===== src/rtl/pipe_hazard_ctrl.sv =====
// -----------------------------------------------------------------------------
// pipe_hazard_ctrl
//   Central stall/flush sequencer for the 5-stage pipeline. It produces the
//   write enables and flushes for the IF/ID, ID/EX, EX/MEM and MEM/WB pipeline
//   registers and the PC write enable. It resolves data-memory wait states,
//   taken-branch squashes, load-use hazards and mult/div unit occupancy.
//
//   Priority (highest first): memory wait freeze, taken branch, load-use or
//   mult/div stall, normal advance. Outputs are combinational from the inputs
//   and the internal state. While Rst is high every output is 0.
//
// Parameters
//   MD_LAT  cycles the mult/div unit stays busy after an accepted start (>=1)
//   CNT_W   width of the performance counters
//
// Optional feature macro: HAZ_PERF_CNT_EN
//   When defined, adds stall_cnt and flush_cnt performance counters.
//
// Ports
//   Clk, Rst                 clock (rising edge), async active-high reset
//   id_rs, id_rt             source registers of the ID instruction
//   id_use_rs, id_use_rt     ID instruction really reads rs / rt
//   ex_mem_read, ex_rd       EX instruction is a load, and its destination
//   ex_br_taken              branch/jump in EX resolved taken
//   id_md_start, id_md_use   ID instruction is mult/div, or mfhi/mflo
//   mem_req, mem_ready       data-memory access in MEM and its completion
//   pc_we                    PC write enable
//   ifid/idex/exmem/memwb _we, _flush   pipeline register controls
//   md_busy                  mult/div unit still busy
//   stall_cnt, flush_cnt     (HAZ_PERF_CNT_EN only) stall / flush counters
// -----------------------------------------------------------------------------
module pipe_hazard_ctrl #(
   parameter int MD_LAT = 4,
   parameter int CNT_W  = 32
) (
   input  logic             Clk,
   input  logic             Rst,
   input  logic [4:0]       id_rs,
   input  logic [4:0]       id_rt,
   input  logic             id_use_rs,
   input  logic             id_use_rt,
   input  logic             ex_mem_read,
   input  logic [4:0]       ex_rd,
   input  logic             ex_br_taken,
   input  logic             id_md_start,
   input  logic             id_md_use,
   input  logic             mem_req,
   input  logic             mem_ready,
   output logic             pc_we,
   output logic             ifid_we,
   output logic             ifid_flush,
   output logic             idex_we,
   output logic             idex_flush,
   output logic             exmem_we,
   output logic             exmem_flush,
   output logic             memwb_we,
   output logic             memwb_flush,
`ifdef HAZ_PERF_CNT_EN
   output logic [CNT_W-1:0] stall_cnt,
   output logic [CNT_W-1:0] flush_cnt,
`endif
   output logic             md_busy
);

   localparam int MD_W = $clog2(MD_LAT + 1);

   typedef enum logic {
      RUN      = 1'b0,
      MEM_WAIT = 1'b1
   } state_t;

   state_t          state, state_nxt;
   logic [MD_W-1:0] md_cnt;
   logic            mem_wait;
   logic            load_use;
   logic            md_hazard;
   logic            md_accept;

   assign md_busy = (md_cnt != '0);

   assign mem_wait = mem_req & ~mem_ready;

   // Register 0 is hard-wired to zero, so a load targeting it never creates
   // a real dependency.
   assign load_use = ex_mem_read & (ex_rd != 5'd0) &
                     ((id_use_rs & (id_rs == ex_rd)) |
                      (id_use_rt & (id_rt == ex_rd)));

   assign md_hazard = md_busy & (id_md_start | id_md_use);

   // A start only counts once it really moves into EX: not frozen, not
   // replaced by a bubble and not squashed by a branch.
   assign md_accept = id_md_start & idex_we & ~idex_flush;

   // NOTE: state registers use non-blocking assignments so every flop samples
   // the pre-edge values, independent of process evaluation order.
   always_ff @(posedge Clk or posedge Rst) begin
      if (Rst) begin
         state <= RUN;
      end else begin
         state <= state_nxt;
      end
   end

   // NOTE: every output gets a default before the decision tree so no path
   // leaves a signal unassigned, which would otherwise infer a latch.
   always_comb begin
      state_nxt   = state;
      pc_we       = 1'b0;
      ifid_we     = 1'b0;
      ifid_flush  = 1'b0;
      idex_we     = 1'b0;
      idex_flush  = 1'b0;
      exmem_we    = 1'b0;
      exmem_flush = 1'b0;
      memwb_we    = 1'b0;
      memwb_flush = 1'b0;

      if (Rst) begin
         state_nxt = RUN;
      end else if (mem_wait) begin
         // Data memory stalls: the whole pipeline holds, including the PC.
         state_nxt = MEM_WAIT;
      end else begin
         // Leaving MEM_WAIT happens on the first ready cycle, which already
         // behaves as a normal cycle.
         state_nxt = RUN;
         exmem_we  = 1'b1;
         memwb_we  = 1'b1;
         if (ex_br_taken) begin
            // The ID and IF instructions are on the wrong path; squash both
            // and let the redirected PC load.
            pc_we      = 1'b1;
            ifid_we    = 1'b1;
            ifid_flush = 1'b1;
            idex_we    = 1'b1;
            idex_flush = 1'b1;
         end else if (load_use || md_hazard) begin
            // Hold IF and ID, inject a bubble into EX.
            idex_we    = 1'b1;
            idex_flush = 1'b1;
         end else begin
            pc_we   = 1'b1;
            ifid_we = 1'b1;
            idex_we = 1'b1;
         end
      end
   end

   // Mult/div occupancy counter. It keeps counting through memory freezes
   // because the unit runs independently of the pipeline registers.
   always_ff @(posedge Clk or posedge Rst) begin
      if (Rst) begin
         md_cnt <= '0;
      end else if (md_accept) begin
         md_cnt <= MD_W'(MD_LAT);
      end else if (md_busy) begin
         md_cnt <= md_cnt - MD_W'(1);
      end
   end

`ifdef HAZ_PERF_CNT_EN
   // Counters wrap naturally at 2^CNT_W.
   always_ff @(posedge Clk or posedge Rst) begin
      if (Rst) begin
         stall_cnt <= '0;
         flush_cnt <= '0;
      end else begin
         if (!pc_we) begin
            stall_cnt <= stall_cnt + CNT_W'(1);
         end
         if (ex_br_taken) begin
            flush_cnt <= flush_cnt + CNT_W'(1);
         end
      end
   end
`endif

endmodule


===== config.mk =====
export PLATFORM = sky130hd
export DESIGN_NAME = pipe_hazard_ctrl
export DESIGN_NICKNAME = d
export VERILOG_FILES = /design/src/rtl/pipe_hazard_ctrl.sv
export SDC_FILE = /design/constraint.sdc
export NUM_CORES = 1
export LEC_CHECK = 0
export BUFFER_PORTS_ARGS = -buffer_cell sky130_fd_sc_hd__buf_2
export CAP_MARGIN = 20
export CORE_AREA = 2 2 39 41
export CTS_CLUSTER_SIZE = 16
export DETAILED_ROUTE_END_ITERATION = 10
export DIE_AREA = 0 0 41 43
export PLACE_DENSITY = 0.71
export SYNTH_ARGS = -nofsm -noshare
export SYNTH_HDL_FRONTEND = slang
export SYNTH_SLANG_ARGS = --single-unit
export TNS_END_PERCENT = 30

===== constraint.sdc =====
create_clock -name Clk -period 4.1 [get_ports Clk]
set_clock_uncertainty 0.05 [all_clocks]
set_input_delay 0.615 -clock Clk [delete_from_list [all_inputs] [get_ports Clk]]
set_output_delay 0.615 -clock Clk [all_outputs]
set_load 0.05 [all_outputs]

==> metrics.sh, run 1 <==
RESULT_OF_THE_RUN='complete, no violations'
CTS_SETUP_BUFFERS=0
CRIT_PATH_MAX_FANOUT=5
CP_COMMON_CELL='sky130_fd_sc_hd__buf_2'
INITIAL_CORE_UTIL_PCT=33.27
GRT_REMAINING_OVERFLOW=0
MAXIMUM_NUMBER_OF_PINS_ON_ONE_NET_BEFORE_GLOBAL_ROUTE_REPAIR=8
YS_FF_LATCH=3
TIMING.CRITICAL_PATH.MAX_DELAY_FAMILY='simple AND/OR/NAND/NOR gates'
IO_PINS=35
DRV_CAP=0
CTS_REPAIR_RESIZE_COUNT=0
SYNTH-SEQ-AREA-SHARE_PCT=16.30
HOLD_VIOL_FINAL=0
WORST_SETUP_HOLD_PATH_CLK_SLEW_PS=40
CELL_BY_CELL_TRACE_OF_THE_CRITICAL_PATH='buf_2, or4_1, o21a_2, a31oi_1, buf_2'
FP.DIEH_UM=43
CP.REQUIRED_PS=3430
LARGEST_REGISTER='md_cnt'
POST_DRT_WL_PER_CELL_UM=9.825
POWER_DENSITY_CELLS_nW_PER_UM2=462.1
SYNTH_TOP_AREA_SHARE_PCT=16.30
CLKLATENCYLATEPIN_PS=240
LEAKAGEPOWER_nW=0.3253
NUM_ANTENNA_CELLS=0
CP.BUFFERS_INVERTERS=2
POST_SYNTH_INST_COUNT=56
DRT_PRE_ANTENNA_ITERS=4
SYNTH_AREA_LEADER_CELL='sky130_fd_sc_hd__dfrtp_1'
CPPEAKSTAGEDELAY_PS=510
TIMING.CRITICAL_PATH.FROM_TYPE='input port'
TOTAL_DETAILED_ROUTING_WIRELENGTH_MM=1.012
SETUP_VIOL=0
TIMING.FMAX_GHz=0.3773
REPORT.POWER.TOTAL_mW=0.2908
FIRST_GLOBAL_VIAS=432
POST_SYNTH_MAIN_AREA_CONTRIBUTORS='sky130_fd_sc_hd__dfrtp_1 16%, sky130_fd_sc_hd__xor2_1 15%, sky130_fd_sc_hd__buf_4 8.2%'
SYN_AREA_SQ_UM=460.4
TIMING.SETUP.TNS_PS=0
CHIPWIDTH_UM=41
LARGEST_REG_FLOPS=3
NUMBER_OF_CLOCK_BUFFERS_INSERTED_BY_TRITONCTS=3
LARGEST_REGISTERS='md_cnt (3)'
RSZ0062_AT_GRT='false'
CLOCK-SINKS=3
GRT_ANTENNA_BEFORE_REPAIR=0
YS_WARN_COUNT=0
POST-ROUTE-MIN-PERIOD_PS=2650
DIE-AREA_SQ_UM=1763
FIN_CRIT_SH_PCT=64.64
GR-USAGE-ALL-LAYERS_PCT=13.58
DP_HPWL_UM=889
LAYOUT.NETS=115
CP_DATA_ARRIVAL_TIME_PS=1990
WORSTSETUPENDPOINTTYPE='output port'
ROWS=14
SYNTHESIS.AREA_PER_INSTANCE_SQ_UM=8.222
DESIGN.CORE.AREA_SQ_UM=1384
VDD_IR_MAX_uV=153.0
POSTCTSHOLDBUFS=0
DR_TOTAL_VIAS=489
DR_WL_MET2_UM=523
CTS_ROOT_BUFFER='sky130_fd_sc_hd__clkbuf_4'
MET3_LENGTH_UM=91
HTREE_NUM_LEVELS=1
CTS-ROOT-TO-SINK-BUFFERS=2
TRITONCTS_CLOCK_TREE='done'
BUFFER_PORTS.INSERTED=32
DRTITER0DRC=4
DETAIL-ROUTE-ANTENNA-NETS=0
WIRE_LENGTH_OF_THE_FIRST_GLOBAL_ROUTING_PASS_MM=1.642
LAYOUT_OVERHEAD_ON_THE_SYNTHESIZED_AREA_PCT=36.68
GP_CONGESTION=0.7227
POST_ROUTE_CELLS_DRIVE_ABOVE_1_SHARE_PCT=44.83
POST_SYNTH_NUM_CELL_TYPES=28
CRITICAL_PATH.SLOWEST_CELL='sky130_fd_sc_hd__or4_1'
ROUTE.LAYER.MET1.WL_UM=379
SLEW_LIMIT_FAILS=0
DRCVIOLATIONCOUNT=0
HIGHEST-SIGNAL-LAYER='met4'
PATH_CLASS='input port to output port'
AVGVIACOUNTPERCELL=4.748
HOLD_CLASS='input port to asynchronous set/reset pin'
## layer usage
metal | up-vias | global-route usage [%]
met5 | - | 0
met2 | 28 | 22.81
met1 | 209 | 15.21
met3 | 2 | 1.571
li1 | 250 | -
met4 | 0 | 8.000
## logic make-up after synthesis
logic type	share of synthesized area, %
AO/OA/AOI/OAI	19.57
XOR/XNOR	20.93
adder cells (fa/ha/maj)	5.434
buffers and inverters	12.23
flip-flops	16.30
multiplexers	4.348
other	0.8144
AND/OR/NAND/NOR	20.38
## where the power goes
group          switching (mW)  total [mW]  internal, mW  leakage (nW)
logic                   0.113       0.183        0.0700         0.275
clock network          0.0173      0.0539        0.0366        0.0150
registers             0.00761      0.0541        0.0465        0.0354
total                   0.138       0.291         0.153         0.325
## cell usage after synthesis, drive strengths merged
master   instances
nor3             1
mux2i            2
or4              1
conb             1
nand4bb          1
and2             2
a32o             1
nand2            2
a21bo            1
xnor2            3
xor2             8
inv              4
nor2             2
a32oi            1
ha               2
and3             1
dfrtp            3
a211oi           1
a31oi            2
o21ai            5
nor4             2
clkbuf           1
nand2b           2
buf              5
o21a             2
## layout by cell type (no fill, tap or decap), drive strengths merged, types with 2 or more instances in the layout
master and count:
buf 32, xor2 8, o21ai 5, inv 4
clkbuf 4, xnor2 3, dfrtp 3, nor2 2
mux2i 2, nand2b 2, a31oi 2, nand2 2
ha 2, conb 2, nor4 2, and2 2
o21a 2
## final cells by class
cell class              instances  area (sq um)
inverters                       4         15.01
multi-input cells              44         332.8
clock buffers                   4         26.28
fillers                       155         754.5
well taps                      16         20.02
flip-flops and latches          3         75.07
repair buffers                 32         160.2
## through the flow
stage	cell area [sq um]	utilization (%)	cells	hold WS [ps]	setup WS, ps
3_3_place_gp	603.1	43.58	99	456.6	1474
6_report	629.4	45.48	103	206.6	1450
2_1_floorplan	464.2	-	57	329.1	795.0
5_1_grt	629.4	45.48	103	211.5	1369
4_1_cts	629.4	45.48	103	199.5	1446
3_5_place_dp	603.1	43.58	99	455.2	1446
## worst paths after layout
| path | slack (ps) | end | startpoint | cells after the start |
|---|---|---|---|---|
| min reg2reg | 520 | md_cnt[0]$_DFFE_PP0P_ | md_cnt[0]$_DFFE_PP0P_ | 2 |
| max | 1450 | pc_we | ex_rd[1] | 5 |
| min | 210 | md_cnt[1]$_DFFE_PP0P_ | Rst | 2 |
| max in group asynchronous | 3640 | md_cnt[2]$_DFFE_PP0P_ | Rst | 2 |
| max reg2reg | 2500 | md_cnt[2]$_DFFE_PP0P_ | md_cnt[0]$_DFFE_PP0P_ | 6 |
| min in group Clk | 520 | md_cnt[0]$_DFFE_PP0P_ | md_cnt[0]$_DFFE_PP0P_ | 2 |
## worst reg2reg max path, cell delays in order (launching register included)
cell and delay, ps:
sky130_fd_sc_hd__dfrtp_1 380, sky130_fd_sc_hd__inv_1 90, sky130_fd_sc_hd__ha_1 170, sky130_fd_sc_hd__nand2b_1 140, sky130_fd_sc_hd__nand4bb_1 320, sky130_fd_sc_hd__o21a_1 220, sky130_fd_sc_hd__a31oi_1 140
Note: power is estimated with default switching activity, not from simulation.
==> inputs of run 2 (changes only) <==
--- a/config.mk
+++ b/config.mk
@@ -5,13 +5,14 @@
 export SDC_FILE = /design/constraint.sdc
 export NUM_CORES = 1
 export LEC_CHECK = 0
+export ABC_AREA = 1
 export BUFFER_PORTS_ARGS = -buffer_cell sky130_fd_sc_hd__buf_2
 export CAP_MARGIN = 20
 export CORE_AREA = 2 2 39 41
 export CTS_CLUSTER_SIZE = 16
 export DETAILED_ROUTE_END_ITERATION = 10
 export DIE_AREA = 0 0 41 43
-export PLACE_DENSITY = 0.71
+export PLACE_DENSITY = 0.74
 export SYNTH_ARGS = -nofsm -noshare
 export SYNTH_HDL_FRONTEND = slang
 export SYNTH_SLANG_ARGS = --single-unit
==> constraint.sdc (replaced) <==
create_clock -name Clk -period 2.75 [get_ports Clk]
set_clock_uncertainty 0.05 [all_clocks]
set_input_delay 0.4125 -clock Clk [delete_from_list [all_inputs] [get_ports Clk]]
set_output_delay 0.4125 -clock Clk [all_outputs]
set_load 0.05 [all_outputs]
==> run 2 against run 1 <==
Effect of this change: synthesized area grew 8.7%; final cell count grew 40%; register-to-register slack lost 1200 ps; flip-flop and latch count is the same; sequential share of layout area shrank 0.94 points; highest routed layer is now met3; wire length grew 7.1%; synthesized cell count grew 71%; clock-buffer cell count is the same; sequential power grew 45%; first-iteration DRC count grew 25%.
==> metrics.sh, run 2 <==
P_SEQ_SHARE_PCT=18.8
HOLD_CLASS='input port to asynchronous set/reset pin'
LAYOUT_OVERHEAD_ON_THE_SYNTHESIZED_AREA_PCT=36.50
FINAL.FILL_COUNT=150
HOLD_VIOL_FINAL=0
LAYOUT_COMMONEST_CELL='sky130_fd_sc_hd__nand2_1'
SYNTH_TOP_AREA_SHARE_PCT=25.50
CRIT_PATH_MAX_FANOUT=4
POST_SYNTH_MOST_FREQUENT_CELLS='34 x sky130_fd_sc_hd__nand2_1, 24 x sky130_fd_sc_hd__inv_1, 9 x sky130_fd_sc_hd__nor2_1'
SYNTH-SEQ-AREA-SHARE_PCT=15.00
POSTPLACECELLAREA_SQ_UM=656.9
CP_COMMON_CELL='sky130_fd_sc_hd__nand2_1'
SWSHARE_PCT=49.58
SYNTH_AREA_LEADER_CELL='sky130_fd_sc_hd__nand2_1'
POST_ROUTE_CELLS_DRIVE_ABOVE_1_SHARE_PCT=33.59
ROWS=14
POST_DRT_WL_PER_CELL_UM=7.528
COMBINATIONAL_FAMILY_WITH_THE_MOST_AREA_AFTER_SYNTHESIS='simple AND/OR/NAND/NOR gates'
SYNTH_COMPOUND_AREA_SHARE_PCT=6.250
CTS_ROOT_BUFFER='sky130_fd_sc_hd__clkbuf_4'
CP.BUFFERS_INVERTERS=2
FP.DIEH_UM=43
CPPEAKSTAGEDELAY_PS=350
DIE-AREA_SQ_UM=1763
NUM_ANTENNA_CELLS=0
FIN_CRIT_SH_PCT=79.26
SYNTH-XOR-AREA-SHARE_PCT=1.750
DP_HPWL_UM=987.4
TIMING.FMAX_GHz=0.4588
TRITONCTS_CLOCK_TREE='done'
CLKLATENCYLATEPIN_PS=230
SLEW_LIMIT_FAILS=0
SYNTHESIS.AREA_PER_INSTANCE_SQ_UM=5.213
GR-USAGE-ALL-LAYERS_PCT=13.81
TIMING.CRITICAL_PATH.FROM_TYPE='flop'
POST-ROUTE-MIN-PERIOD_PS=2180
DRT_PRE_ANTENNA_ITERS=4
BUFFER_PORTS.INSERTED=32
DETAIL-ROUTE-ANTENNA-NETS=0
YS_WARN_COUNT=0
DRTITER0DRC=5
POWER_DENSITY_CELLS_nW_PER_UM2=609.0
RESULT_OF_THE_RUN='complete, no violations'
CLOCK-SINKS=3
GRT_REMAINING_OVERFLOW=0
TIMING.SETUP.TNS_PS=0
MOSTFREQUENTLAYOUTCELLS='34 x sky130_fd_sc_hd__nand2_1, 32 x sky130_fd_sc_hd__buf_2, 24 x sky130_fd_sc_hd__inv_1, 9 x sky130_fd_sc_hd__nor2_1'
SYNTH_SIMPLE_GATE_AREA_SHARE_PCT=41.50
GP_CONGESTION=0.7676
POWER_SWITCHING_mW=0.2063
WORST_SETUP_HOLD_PATH_CLK_SLEW_PS=40
CTS_SETUP_BUFFERS=0
NUMBER_OF_CLOCK_BUFFERS_INSERTED_BY_TRITONCTS=3
SYNTHFLOPTYPE='sky130_fd_sc_hd__dfrtp_1'
R2R-START='md_cnt[0]$_DFFE_PP0P_'
YS_FF_LATCH=3
SYNTH_MOST_COMMON_CELL='sky130_fd_sc_hd__nand2_1'
CTS_REPAIR_RESIZE_COUNT=0
VDD_IR_MAX_uV=371.3
WORSTSETUPENDPOINTTYPE='output port'
FIRST_GLOBAL_VIAS=499
TOTAL_DETAILED_ROUTING_WIRELENGTH_MM=1.084
CHIPWIDTH_UM=41
POST_SYNTH_MAIN_AREA_CONTRIBUTORS='sky130_fd_sc_hd__nand2_1 26%, sky130_fd_sc_hd__inv_1 18%, sky130_fd_sc_hd__dfrtp_1 15%'
SETUP_VIOL=0
TIMING.REG2REG.SETUP_SLACK_PS=1320
DESIGN.CORE.AREA_SQ_UM=1384
MAXIMUM_NUMBER_OF_PINS_ON_ONE_NET_BEFORE_GLOBAL_ROUTE_REPAIR=5
TIMING.CRITICAL_PATH.MAX_DELAY_FAMILY='buffers and inverters'
SYN_AREA_SQ_UM=500.5
CLOCK_POWER_SHARE_PCT=18.2
YOSYS.AREA_SHARE.ADDER_PCT=5.000
RSZ0062_AT_GRT='false'
LARGEST_REGISTERS='md_cnt (3)'
DR_TOTAL_VIAS=590
NUMBER_OF_ENABLE_FLIP_FLOP_CELLS_AFTER_SYNTHESIS=0
CTS-ROOT-TO-SINK-BUFFERS=2
CRIT-REG2REG-CAPTURE='md_cnt[1]$_DFFE_PP0P_'
PWR-SHARE-COMB_PCT=63.0
INITIAL_CORE_UTIL_PCT=36.17
REPORT.POWER.TOTAL_mW=0.4160
CELL_BY_CELL_TRACE_OF_THE_CRITICAL_PATH='inv_1, ha_1, nand2_1, o21ai_0, nand2_1, a21oi_2, buf_2'
WIRE_LENGTH_OF_THE_FIRST_GLOBAL_ROUTING_PASS_MM=1.731
LAYOUT.NETS=156
IO_PINS=35
CELL_AREA_AFTER_LAYOUT_SQ_UM=683.2
POSTCTSHOLDBUFS=0
DRV_CAP=0
AVGVIACOUNTPERCELL=4.097
POST_SYNTH_NUM_CELL_TYPES=19
INTERNAL_mW=0.2098
POST_SYNTH_INST_COUNT=96
SYNTHMUXAREASHARE_PCT=2.000
SYNTHARSTFLOPSHARE_PCT=100.0
LARGEST_REGISTER='md_cnt'
CRITICAL_PATH.SLOWEST_CELL='sky130_fd_sc_hd__dfrtp_1'
CP.REQUIRED_PS=2290
FF2FF_PATH_DEPTH=7
DRCVIOLATIONCOUNT=0
CP_DATA_ARRIVAL_TIME_PS=1720
HTREE_NUM_LEVELS=1
LEAKAGEPOWER_nW=0.5014
PATH_CLASS='flop to output port'
LARGEST_REG_FLOPS=3
GRT_ANTENNA_BEFORE_REPAIR=0
-- run 2: cell count changes after synthesis, sizes merged, moves of 2 or more --
cell | previous run | this run
xnor2 | 3 | 0
nand3 | 0 | 2
a21oi | 0 | 3
and2 | 2 | 0
nand2b | 2 | 0
xor2 | 8 | 1
inv | 4 | 27
o21ai | 5 | 2
nand4 | 0 | 2
nor4 | 2 | 0
o21a | 2 | 0
nor2 | 2 | 10
nand2 | 2 | 35
-- run 2: layout make-up --
type                    count  area [sq um]  share of cell area [%]
inverters                  27         101.3                   14.84
multi-input cells          62         300.3                   43.96
repair buffers             32         160.2                   23.44
clock buffers               4         26.28                   3.846
well taps                  16         20.02                   2.930
flip-flops and latches      3         75.07                   10.99
-- run 2: metrics by stage --
step	setup WS [ps]	hold WS (ps)	cells	utilization [%]
2_1_floorplan	-112.0	116.1	97	-
3_3_place_gp	808.9	237.6	140	47.47
3_5_place_dp	793.3	245.2	140	47.47
4_1_cts	546.7	0.1360	144	49.37
5_1_grt	409.1	4.878	144	49.37
6_report	570.5	5.766	144	49.37
-- run 2: how the worst max path moves through the flow --
stage,startpoint,endpoint,slack (ps),cells after the start
2_1_floorplan,mem_req,pc_we,-110,4
3_3_place_gp,ex_rd[2],ifid_we,810,9
3_5_place_dp,ex_rd[2],ifid_we,790,9
4_1_cts,md_cnt[0]$_DFFE_PP0P_,ifid_we,550,7
5_1_grt,md_cnt[0]$_DFFE_PP0P_,ifid_we,410,7
6_report,md_cnt[0]$_DFFE_PP0P_,ifid_we,570,7
-- run 2: logic make-up (layout without fill, tap and decap cells) --
kind of cell / after synthesis / after routing
multiplexers: 1 / 1
AND/OR/NAND/NOR: 50 / 50
adder cells (fa/ha/maj): 2 / 2
other: 1 / 2
buffers and inverters: 32 / 63
AO/OA/AOI/OAI: 6 / 6
flip-flops: 3 / 3
XOR/XNOR: 1 / 1
-- run 2: power groups by stage --
stage	clock network [mW]	logic, mW	registers [mW]
finish	0.0757	0.262	0.0784
global placement	0	0.259	0.0786
floorplan	0	0.214	0.0764
global route	0.0864	0.301	0.0791
detailed placement	0	0.264	0.0789
CTS	0.0786	0.266	0.0783
-- run 2: routing by layer --
layer	track usage, %	share of wire (%)	vias to the layer above
li1	-	-	335
met1	14.98	43	241
met2	24.69	52	14
met3	4.712	4.2	0
met4	2.000	0	0
met5	0	0	-
==> inputs of run 3 (changes only) <==
--- a/config.mk
+++ b/config.mk
@@ -8,11 +8,11 @@
 export ABC_AREA = 1
 export BUFFER_PORTS_ARGS = -buffer_cell sky130_fd_sc_hd__buf_2
 export CAP_MARGIN = 20
-export CORE_AREA = 2 2 39 41
+export CORE_MARGIN = 2
+export CORE_UTILIZATION = 35
 export CTS_CLUSTER_SIZE = 16
 export DETAILED_ROUTE_END_ITERATION = 10
-export DIE_AREA = 0 0 41 43
-export PLACE_DENSITY = 0.74
+export PLACE_DENSITY = 0.73
 export SYNTH_ARGS = -nofsm -noshare
 export SYNTH_HDL_FRONTEND = slang
 export SYNTH_SLANG_ARGS = --single-unit
==> constraint.sdc (replaced) <==
create_clock -name Clk -period 1.8 [get_ports Clk]
set_clock_uncertainty 0.05 [all_clocks]
set_input_delay 0.27 -clock Clk [delete_from_list [all_inputs] [get_ports Clk]]
set_output_delay 0.27 -clock Clk [all_outputs]
set_load 0.05 [all_outputs]
==> run 3 against run 2 <==
Effect of this change: power rose by 93%; register-to-register slack got worse by 820 ps; clock power rose by 64%; cell area rose by 16%; critical path type unchanged; core utilization rose by 11 points; sequential share of layout area fell by 1.5 points; critical path depth did not move; via count rose by 7.1%; sequential power rose by 57%.
==> metrics.sh, run 3 (synthesis gave the netlist of run 2 again) <==
RESULT_OF_THE_RUN='complete, no violations'
LARGEST_REGISTER='md_cnt'
IO_PINS=35
AVGVIACOUNTPERCELL=4.299
INITIAL_CORE_UTIL_PCT=37.99
NUMBER_OF_CLOCK_BUFFERS_INSERTED_BY_TRITONCTS=3
DETAIL-ROUTE-ANTENNA-NETS=0
TIMING.CRITICAL_PATH.MAX_DELAY_FAMILY='flip-flops'
CHIPWIDTH_UM=41.82
WIRE_LENGTH_OF_THE_FIRST_GLOBAL_ROUTING_PASS_MM=2.083
LARGEST_REG_FLOPS=3
FIRST_GLOBAL_VIAS=580
TIMING.FMAX_GHz=0.5777
LAYOUT_COMMONEST_CELL='sky130_fd_sc_hd__nand2_1'
GR-USAGE-ALL-LAYERS_PCT=15.23
DRTITER0DRC=7
WORST_SETUP_HOLD_PATH_CLK_SLEW_PS=40
GRT_ANTENNA_BEFORE_REPAIR=0
POST_ROUTE_CELLS_DRIVE_ABOVE_1_SHARE_PCT=40.91
DESIGN.CORE.AREA_SQ_UM=1318
MOSTFREQUENTLAYOUTCELLS='32 x sky130_fd_sc_hd__nand2_1, 30 x sky130_fd_sc_hd__buf_2, 22 x sky130_fd_sc_hd__inv_1, 8 x sky130_fd_sc_hd__nor2_1, 5 x sky130_fd_sc_hd__inv_2'
DR_TOTAL_VIAS=632
HOLD_VIOL_FINAL=0
CTS_ROOT_BUFFER='sky130_fd_sc_hd__clkbuf_4'
POST_DRT_WL_PER_CELL_UM=8.252
DRT_PRE_ANTENNA_ITERS=4
CP.REQUIRED_PS=1480
CRIT_PATH_MAX_FANOUT=4
POWER_DENSITY_CELLS_nW_PER_UM2=1018
DP_HPWL_MM=1.029
ROWS=13
POST-PLACE-CELLS=139
RSZ0062_AT_GRT='true'
POST-ROUTE-MIN-PERIOD_PS=1731
LEAKAGEPOWER_nW=0.5281
DIE-AREA_SQ_UM=1748
SETUP_VIOL=0
BUFFER_PORTS.INSERTED=32
CELL_BY_CELL_TRACE_OF_THE_CRITICAL_PATH='inv_2, ha_4, nand2_8, o21ai_4, nand2_2, a21oi_4, buf_6'
CP_DATA_ARRIVAL_TIME_PS=1410
LAYOUT_OVERHEAD_ON_THE_SYNTHESIZED_AREA_PCT=58.00
WORSTSETUPENDPOINTTYPE='output port'
GRT_REMAINING_OVERFLOW=0
LARGEST_REGISTERS='md_cnt (3)'
DRV_CAP=0
CLOCK-SINKS=3
NUM_ANTENNA_CELLS=0
GP_CONGESTION=0.8312
SLEW_LIMIT_FAILS=0
TRITONCTS_CLOCK_TREE='done'
LAYOUT.NETS=160
INSTANCES_NO_FILL=147
VDD_IR_MAX_uV=382.8
TIMING.CRITICAL_PATH.FROM_TYPE='flop'
HOLD_CLASS='input port to flop'
FP.DIEH_UM=41.82
CP.BUFFERS_INVERTERS=2
TOTAL_DETAILED_ROUTING_WIRELENGTH_MM=1.213
CLKLATENCYLATEPIN_PS=240
CPPEAKSTAGEDELAY_PS=370
CTS-ROOT-TO-SINK-BUFFERS=2
POSTLAYOUTSETUPSLACKWORST_PS=68.99
MAXIMUM_NUMBER_OF_PINS_ON_ONE_NET_BEFORE_GLOBAL_ROUTE_REPAIR=5
CRITICAL_PATH.SLOWEST_CELL='sky130_fd_sc_hd__dfrtp_1'
SETUP_SLACK_AFTER_PLACEMENT_PS=74.52
DRCVIOLATIONCOUNT=0
HTREE_NUM_LEVELS=1
PATH_CLASS='flop to output port'
FIN_CRIT_SH_PCT=96.17
-- run 3: routing by layer --
metal	track usage, %	part of all wire, %
met3	4.783	8.2
met4	9.032	1.4
met1	15.49	40
met2	26.88	51
met5	0	0
-- run 3: power breakdown --
group          internal [mW]  switching (mW)  total, mW
clock                 0.0835          0.0408      0.124
combinational          0.224           0.334      0.558
sequential             0.106          0.0171      0.123
total                  0.413           0.392      0.805
-- run 3: final timing paths --
| check | cells after the start | slack [ps] | end | startpoint |
|---|---|---|---|---|
| setup reg to reg | 8 | 500 | md_cnt[0]$_DFFE_PP0P_ | md_cnt[0]$_DFFE_PP0P_ |
| hold reg to reg | 2 | 480 | md_cnt[2]$_DFFE_PP0P_ | md_cnt[2]$_DFFE_PP0P_ |
| hold / removal | 5 | 400 | md_cnt[2]$_DFFE_PP0P_ | id_md_start |
| setup / recovery | 7 | 70 | ifid_we | md_cnt[0]$_DFFE_PP0P_ |
| min in group asynchronous | 3 | 420 | md_cnt[2]$_DFFE_PP0P_ | Rst |
| max in group asynchronous | 3 | 1140 | md_cnt[1]$_DFFE_PP0P_ | Rst |
-- run 3: per-stage QoR --
| stage | power [mW] | area [sq um] | util (%) | hold slack, ps | TNS [ps] |
|---|---|---|---|---|---|
| 6_report | 0.8048 | 790.8 | 60.02 | 398.4 | 0 |
| 5_1_grt | 0.8878 | 790.8 | 60.02 | 447.7 | -12.70 |
| 4_1_cts | 0.7722 | 760.7 | 57.74 | 356.8 | -33.55 |
| 3_5_place_dp | 0.6342 | 719.4 | 54.61 | 126.7 | 0 |
| 3_3_place_gp | 0.6240 | 719.4 | 54.61 | 117.6 | 0 |
| 2_1_floorplan | 0.5485 | 581.8 | - | -26.36 | 0 |
-- run 3: cell type report --
cell class	instances	area [sq um]
repair buffers	36	205.2
flip-flops and latches	3	75.07
multi-input cells	62	364.1
fillers	141	526.8
clock buffers	4	26.28
inverters	27	101.3
well taps	15	18.77
-- run 3: tightest hold or removal path, stage by stage --
cell                      delay (ps)
sky130_fd_sc_hd__buf_2           120
sky130_fd_sc_hd__inv_1            50
sky130_fd_sc_hd__nor2_1           40
sky130_fd_sc_hd__nand4_2         100
sky130_fd_sc_hd__nand2_1          50
-- run 3: what timing repair did --
action,in CTS,in global routing
gates resized for setup,2,2
endpoints found under the hold margin,3,0
hold buffers,1,0
pin swaps,0,3
buffers inserted,0,3
endpoints found under the setup margin,2,2
